--- config.mk ---
export PLATFORM = sky130hd
export DESIGN_NAME = retire_trace_monitor_flat
export DESIGN_NICKNAME = d
export VERILOG_FILES = /design/src/rtl/retire_trace_monitor_if.sv /design/src/rtl/retire_trace_monitor.sv /design/src/flat_wrapper.sv
export SDC_FILE = /design/constraint.sdc
export NUM_CORES = 1
export LEC_CHECK = 0
export ABC_AREA = 1
export CORE_MARGIN = 2
export CORE_UTILIZATION = 45
export CTS_CLUSTER_SIZE = 12
export DETAILED_ROUTE_END_ITERATION = 8
export GPL_ROUTABILITY_DRIVEN = 0
export MAX_ROUTING_LAYER = met4
export REMOVE_ABC_BUFFERS = 1
export SYNTH_ARGS = -nofsm -noshare
export SYNTH_HDL_FRONTEND = slang
export SYNTH_SLANG_ARGS = --single-unit
--- constraint.sdc ---
create_clock -name clk -period 9 [get_ports clk]
set_clock_uncertainty 0.05 [all_clocks]
set_input_delay 1.8 -clock clk [delete_from_list [all_inputs] [get_ports clk]]
set_output_delay 1.8 -clock clk [all_outputs]
set_load 0.05 [all_outputs]
--- src/rtl/retire_trace_monitor_if.sv ---
// Retirement record in from the core, trace record out to the consumer.
// The monitor takes the slave view; the retire source / trace consumer the master view.
interface retire_trace_monitor_if;
  logic        ret_valid;
  logic [31:0] ret_pc;
  logic [31:0] ret_instr;
  logic        ret_we;
  logic [4:0]  ret_rd;
  logic [31:0] ret_wdata;

  logic        tr_ready;
  logic        tr_valid;
  logic [31:0] tr_pc;
  logic [31:0] tr_instr;
  logic        tr_we;
  logic [4:0]  tr_rd;
  logic [31:0] tr_wdata;

  modport master (
    output ret_valid, ret_pc, ret_instr, ret_we, ret_rd, ret_wdata, tr_ready,
    input  tr_valid, tr_pc, tr_instr, tr_we, tr_rd, tr_wdata
  );

  modport slave (
    input  ret_valid, ret_pc, ret_instr, ret_we, ret_rd, ret_wdata, tr_ready,
    output tr_valid, tr_pc, tr_instr, tr_we, tr_rd, tr_wdata
  );
endinterface

--- src/rtl/retire_trace_monitor.sv ---
// Buffers retirement records for trace dump, counts cycles/retirements and flags
// end of test (halt PC or cycle budget), then drains the buffer before raising done.
module retire_trace_monitor #(
  parameter int unsigned DEPTH      = 16,
  parameter logic [31:0] HALT_PC    = 32'h48,
  parameter int unsigned MAX_CYCLES = 1000
) (
  input  logic                  clk,
  input  logic                  rst,
  retire_trace_monitor_if.slave bus,
  output logic                  halt_hit,
  output logic                  timeout,
  output logic                  overflow,
  output logic                  done,
  output logic [31:0]           cycle_cnt,
  output logic [31:0]           retire_cnt
);

  localparam int unsigned AW         = $clog2(DEPTH);
  localparam logic [AW:0] FULL_CNT   = (AW+1)'(DEPTH);
  localparam logic [AW:0] CNT_ONE    = (AW+1)'(1);
  localparam logic [31:0] LAST_CYCLE = 32'(MAX_CYCLES - 1);

  typedef enum logic [1:0] {S_RUN, S_DRAIN, S_DONE} state_e;

  typedef struct packed {
    logic [31:0] pc;
    logic [31:0] instr;
    logic        we;
    logic [4:0]  rd;
    logic [31:0] wdata;
  } rec_t;

  rec_t        mem_q [DEPTH];
  state_e      state_q, state_d;
  logic [AW-1:0] wr_ptr_q, wr_ptr_d, rd_ptr_q, rd_ptr_d;
  logic [AW:0] count_q, count_d;
  logic        halt_q, halt_d, timeout_q, timeout_d, overflow_q, overflow_d;
  logic [31:0] cycle_cnt_q, cycle_cnt_d, retire_cnt_q, retire_cnt_d;

  logic fifo_empty, fifo_full, in_run, pop, push, drop;
  rec_t wr_rec, head;

  assign fifo_empty = (count_q == '0);
  assign fifo_full  = (count_q == FULL_CNT);
  assign in_run     = (state_q == S_RUN);
  assign pop        = !fifo_empty && bus.tr_ready && (state_q != S_DONE);
  // A full FIFO still accepts a record when the head leaves in the same cycle.
  assign push       = in_run && bus.ret_valid && (!fifo_full || pop);
  assign drop       = in_run && bus.ret_valid && fifo_full && !pop;

  assign wr_rec = '{pc: bus.ret_pc, instr: bus.ret_instr, we: bus.ret_we,
                    rd: bus.ret_rd, wdata: bus.ret_wdata};
  assign head   = mem_q[rd_ptr_q];

  assign bus.tr_valid = !fifo_empty;
  assign bus.tr_pc    = head.pc;
  assign bus.tr_instr = head.instr;
  assign bus.tr_we    = head.we;
  assign bus.tr_rd    = head.rd;
  assign bus.tr_wdata = head.wdata;

  assign halt_hit   = halt_q;
  assign timeout    = timeout_q;
  assign overflow   = overflow_q;
  assign done       = (state_q == S_DONE);
  assign cycle_cnt  = cycle_cnt_q;
  assign retire_cnt = retire_cnt_q;

  always_comb begin
    // NOTE: every _d gets its hold value first, so no path can infer a latch.
    state_d      = state_q;
    wr_ptr_d     = wr_ptr_q;
    rd_ptr_d     = rd_ptr_q;
    count_d      = count_q;
    halt_d       = halt_q;
    timeout_d    = timeout_q;
    overflow_d   = overflow_q;
    cycle_cnt_d  = cycle_cnt_q;
    retire_cnt_d = retire_cnt_q;

    if (push) wr_ptr_d = wr_ptr_q + AW'(1);
    if (pop)  rd_ptr_d = rd_ptr_q + AW'(1);
    case ({push, pop})
      2'b10:   count_d = count_q + CNT_ONE;
      2'b01:   count_d = count_q - CNT_ONE;
      default: ;
    endcase

    unique case (state_q)
      S_RUN: begin
        if (cycle_cnt_q != '1) cycle_cnt_d = cycle_cnt_q + 32'd1;
        if (bus.ret_valid && retire_cnt_q != '1) retire_cnt_d = retire_cnt_q + 32'd1;
        if (drop) overflow_d = 1'b1;
        // Halt outranks timeout; a dropped halt record still ends the run.
        if (bus.ret_valid && bus.ret_pc == HALT_PC) begin
          halt_d  = 1'b1;
          state_d = S_DRAIN;
        end else if (cycle_cnt_q == LAST_CYCLE) begin
          timeout_d = 1'b1;
          state_d   = S_DRAIN;
        end
      end
      S_DRAIN: if (fifo_empty) state_d = S_DONE;
      default: ;
    endcase
  end

  always_ff @(posedge clk) begin
    // NOTE: sequential state uses non-blocking assignments only.
    if (rst) begin
      state_q      <= S_RUN;
      wr_ptr_q     <= '0;
      rd_ptr_q     <= '0;
      count_q      <= '0;
      halt_q       <= 1'b0;
      timeout_q    <= 1'b0;
      overflow_q   <= 1'b0;
      cycle_cnt_q  <= '0;
      retire_cnt_q <= '0;
    end else begin
      state_q      <= state_d;
      wr_ptr_q     <= wr_ptr_d;
      rd_ptr_q     <= rd_ptr_d;
      count_q      <= count_d;
      halt_q       <= halt_d;
      timeout_q    <= timeout_d;
      overflow_q   <= overflow_d;
      cycle_cnt_q  <= cycle_cnt_d;
      retire_cnt_q <= retire_cnt_d;
    end
  end

  // NOTE: storage is not reset; count_q alone decides which entries are valid.
  always_ff @(posedge clk) begin
    if (push) mem_q[wr_ptr_q] <= wr_rec;
  end

endmodule
--- src/flat_wrapper.sv ---
// flat-port wrapper written by rule: the top's interface ports become plain ports
module retire_trace_monitor_flat 
#(
  parameter int unsigned DEPTH      = 16,
  parameter logic [31:0] HALT_PC    = 32'h48,
  parameter int unsigned MAX_CYCLES = 1000
)
  (clk, rst, halt_hit, timeout, overflow, done, cycle_cnt, retire_cnt, bus_ret_valid, bus_ret_pc, bus_ret_instr, bus_ret_we, bus_ret_rd, bus_ret_wdata, bus_tr_ready, bus_tr_valid, bus_tr_pc, bus_tr_instr, bus_tr_we, bus_tr_rd, bus_tr_wdata);
  retire_trace_monitor_if bus_i ();
  input  logic clk;
  input  logic rst;
  output logic halt_hit;
  output logic timeout;
  output logic overflow;
  output logic done;
  output logic [31:0] cycle_cnt;
  output logic [31:0] retire_cnt;
  input wire logic [$bits(bus_i.ret_valid)-1:0] bus_ret_valid;
  input wire logic [$bits(bus_i.ret_pc)-1:0] bus_ret_pc;
  input wire logic [$bits(bus_i.ret_instr)-1:0] bus_ret_instr;
  input wire logic [$bits(bus_i.ret_we)-1:0] bus_ret_we;
  input wire logic [$bits(bus_i.ret_rd)-1:0] bus_ret_rd;
  input wire logic [$bits(bus_i.ret_wdata)-1:0] bus_ret_wdata;
  input wire logic [$bits(bus_i.tr_ready)-1:0] bus_tr_ready;
  output wire logic [$bits(bus_i.tr_valid)-1:0] bus_tr_valid;
  output wire logic [$bits(bus_i.tr_pc)-1:0] bus_tr_pc;
  output wire logic [$bits(bus_i.tr_instr)-1:0] bus_tr_instr;
  output wire logic [$bits(bus_i.tr_we)-1:0] bus_tr_we;
  output wire logic [$bits(bus_i.tr_rd)-1:0] bus_tr_rd;
  output wire logic [$bits(bus_i.tr_wdata)-1:0] bus_tr_wdata;
  assign bus_i.ret_valid = bus_ret_valid;
  assign bus_i.ret_pc = bus_ret_pc;
  assign bus_i.ret_instr = bus_ret_instr;
  assign bus_i.ret_we = bus_ret_we;
  assign bus_i.ret_rd = bus_ret_rd;
  assign bus_i.ret_wdata = bus_ret_wdata;
  assign bus_i.tr_ready = bus_tr_ready;
  assign bus_tr_valid = bus_i.tr_valid;
  assign bus_tr_pc = bus_i.tr_pc;
  assign bus_tr_instr = bus_i.tr_instr;
  assign bus_tr_we = bus_i.tr_we;
  assign bus_tr_rd = bus_i.tr_rd;
  assign bus_tr_wdata = bus_i.tr_wdata;
  retire_trace_monitor #(.DEPTH(DEPTH), .HALT_PC(HALT_PC), .MAX_CYCLES(MAX_CYCLES)) u_core (.clk(clk), .rst(rst), .bus(bus_i), .halt_hit(halt_hit), .timeout(timeout), .overflow(overflow), .done(done), .cycle_cnt(cycle_cnt), .retire_cnt(retire_cnt));
endmodule
==> results.txt <==
CTS tree = done
Fin crit share = 0.703
Synth top area share = 0.705
Post_cts resized = 0
First drt pass iteration count = 6
Synth warnings = 0
Mean Syn Cell Area = 13.8 um^2
Count of flip-flops with a built-in enable after synthesis = 1632
CTS Hold Buffers Added = 0
Sequential cell area fraction in the yosys report = 0.730
Ys flop type = edfxtp_1
Yosys reg bits = 1718
# setup viols final = 0
Ranking of synthesized cells by area = edfxtp_1, mux2i_1, o211ai_1
Routed WL = 174000 um
Crit path max fanout = 55
Post-route ant nets = 0
Top-count cell post-synth = edfxtp_1
Final Hold Viols = 0
Initial antenna violation count = 20
Wire per inst = 23.4 um
Post-route minimum period = 6.33 ns
Ratio of cells with drive above 1 in the final layout = 0.0610
Total global routing overflow = 0
Worst EP arrival = 4.48 ns
Worst Path Buf+Inv = 3
Via count = 41200
Mapped cell area = 69500 um^2
Max-cap violation count = 0
Pleak = 26.2 nW
Worst EP required = 7.15 ns
Synth async-reset ratio = 0
Clock latency on the worst-skew pair = 0.82 ns
DP HPWL = 82200 um
Vias per cell = 5.53
Largest area contributor in the netlist = edfxtp_1
Final hold slack = 0.405 ns
Root Driver = clkbuf_16
RSZ-0062 raised after global routing = false
Clk sink count = 1718
Chip Height = 397 um
Type of the worst min-delay path = register to register
DIE AREA = 158000 um^2
Core ar. = 154000 um^2
Die Width = 397 um
Startpoint Class = register
WL met3 = 11600 um
Critical Path Sink Type = output pin
Fin. max-slew vios = 0
Status = completed
Initial core utilization = 0.452
Row count = 144
Cells after synthesis = 5047
IO Pins = 277
WL met1 = 77300 um
PortBufs = 276
H-tree depth = 4
All-Layer GR Usage = 0.224
Clk pin slew, worst setup/hold paths = 0.06 ns
PD cells = 250 nW/um^2
Vias in the first global route = 39800
Relative slew margins = 0.195
Slowest stage delay, CP = 0.80 ns
Total power draw = 0.0199 W
Worst path slowest cell = clkdlybuf4s50_1
Met2 wire length = 81500 um
FMAX = 158 MHz
Drc violations = 0
Layout area overhead = 14.6%
Setup Crit Path Kind = register to output pin
Nets = 5360
Peak VDD IR = 0.000158 V
CTS Buf Count = 178
Clock Path Buffers = 3
Most common library cells after synthesis = edfxtp_1, inv_1, o21ai_0
CP top delay family = buffers and inverters
Cell Chain, Critical Path = buf_4 -> buf_4 -> a21oi_1 -> o21ai_0 -> o21ai_0 -> o211ai_1 -> nand2_1 -> clkdlybuf4s50_1
DR iter-0 viols = 3816
First-pass GRT wire length = 257000 um
DR top layer = met4
Largest net degree at the start of global routing = 215
Setup bufs post-CTS = 0
Post-synthesis cell type count = 41
Slew @ Worst Pin = 1.20 ns
Layout fillers = 12700
## final timing paths
check                          from                   to  slack (ns)  cells after the start
hold reg to reg     u_core.halt_hit      u_core.halt_hit        0.40                      2
hold / removal      u_core.halt_hit      u_core.halt_hit        0.40                      2
setup / recovery           register        bus_tr_pc[30]        2.67                      8
setup reg to reg  u_core.state_q[0]  u_core.mem_q[5][35]        5.68                      9
## routing by layer
| layer | up-vias | track usage |
|---|---|---|
| met1 | 20600 | 0.304 |
| met2 | 1171 | 0.344 |
| met5 | - | - |
| met3 | 246 | 0.0449 |
| li1 | 19200 | - |
| met4 | 0 | 0.0646 |
## power by group
group | internal [W] | switching [W]
clock network | 0.00380 | 0.00296
logic | 0.00133 | 0.00280
registers | 0.00890 | 0.0000882
total | 0.0140 | 0.00586
## through the flow
stage           util  worst slack, ns  instances  setup TNS, ns  area, um^2
2_1_floorplan      -           -20.50       4737       -2083.34       68100
3_3_place_gp   0.483             3.50       7109              0       74300
3_5_place_dp   0.484             3.53       7110              0       74300
4_1_cts        0.518             2.65       7425              0       79600
5_1_grt        0.518             2.48       7442              0       79600
6_report       0.518             2.67       7444              0       79600
## registers in the layout, summed over array words and instances, names as in the netlist, 2 cells and up, named ones only
register / cells
u_core.count_q: 5
u_core.state_q: 2
u_core.mem_q: 1632
u_core.cycle_cnt: 32
u_core.retire_cnt: 32
u_core.wr_ptr_q: 4
u_core.rd_ptr_q: 4
## tightest hold or removal path, cell delays in order (launching register included)
cell and delay [ns]:
dfxtp_1 0.31, inv_1 0.05, a21oi_1 0.05
## cell type report
class / instances / area, um^2 / area share
antenna: 19 / 47.5 / 0.000597
inverter: 505 / 1920 / 0.0241
clock buffer: 247 / 4840 / 0.0608
clock inverter: 68 / 429 / 0.00539
tap: 2044 / 2560 / 0.0321
multi-input combinational: 2514 / 15600 / 0.196
sequential: 1718 / 50700 / 0.637
timing repair buffer: 329 / 3470 / 0.0436
## placed cells by master (no fill, tap or decap), drive strengths merged
| master | Yosys | layout |
|---|---|---|
| a211oi | 3 | 3 |
| a21oi | 468 | 468 |
| a31oi | 2 | 2 |
| and3 | 2 | 2 |
| buf | 130 | 54 |
| bufinv | 0 | 2 |
| clkbuf | 180 | 247 |
| clkdlybuf4s50 | 0 | 275 |
| clkinv | 0 | 57 |
| clkinvlp | 0 | 2 |
| dfxtp | 86 | 86 |
| diode | 0 | 19 |
| edfxtp | 1632 | 1632 |
| ha | 8 | 8 |
| inv | 505 | 512 |
| mux2i | 408 | 408 |
| nand2 | 307 | 307 |
| nand3 | 181 | 181 |
| nand3b | 5 | 5 |
| nand4 | 19 | 19 |
| nor2 | 117 | 117 |
| nor3 | 37 | 37 |
| nor3b | 2 | 2 |
| nor4 | 18 | 18 |
| o211ai | 409 | 409 |
| o21a | 5 | 5 |
| o21ai | 493 | 493 |
| o21bai | 2 | 2 |
| o31ai | 1 | 1 |
| or2 | 1 | 1 |
| xnor2 | 5 | 5 |
| xor2 | 21 | 21 |
## kinds of logic after synthesis
| kind of cell | after synthesis | share of synthesized area |
|---|---|---|
| flops | 1718 | 0.730 |
| compound gates | 1383 | 0.115 |
| simple gates | 689 | 0.0442 |
| xor+xnor | 26 | 0.00328 |
| mux | 408 | 0.0588 |
| fa+ha+maj | 8 | 0.00144 |
| buf+inv | 815 | 0.0469 |
No activity file was read; power rests on OpenSTA's default activity.
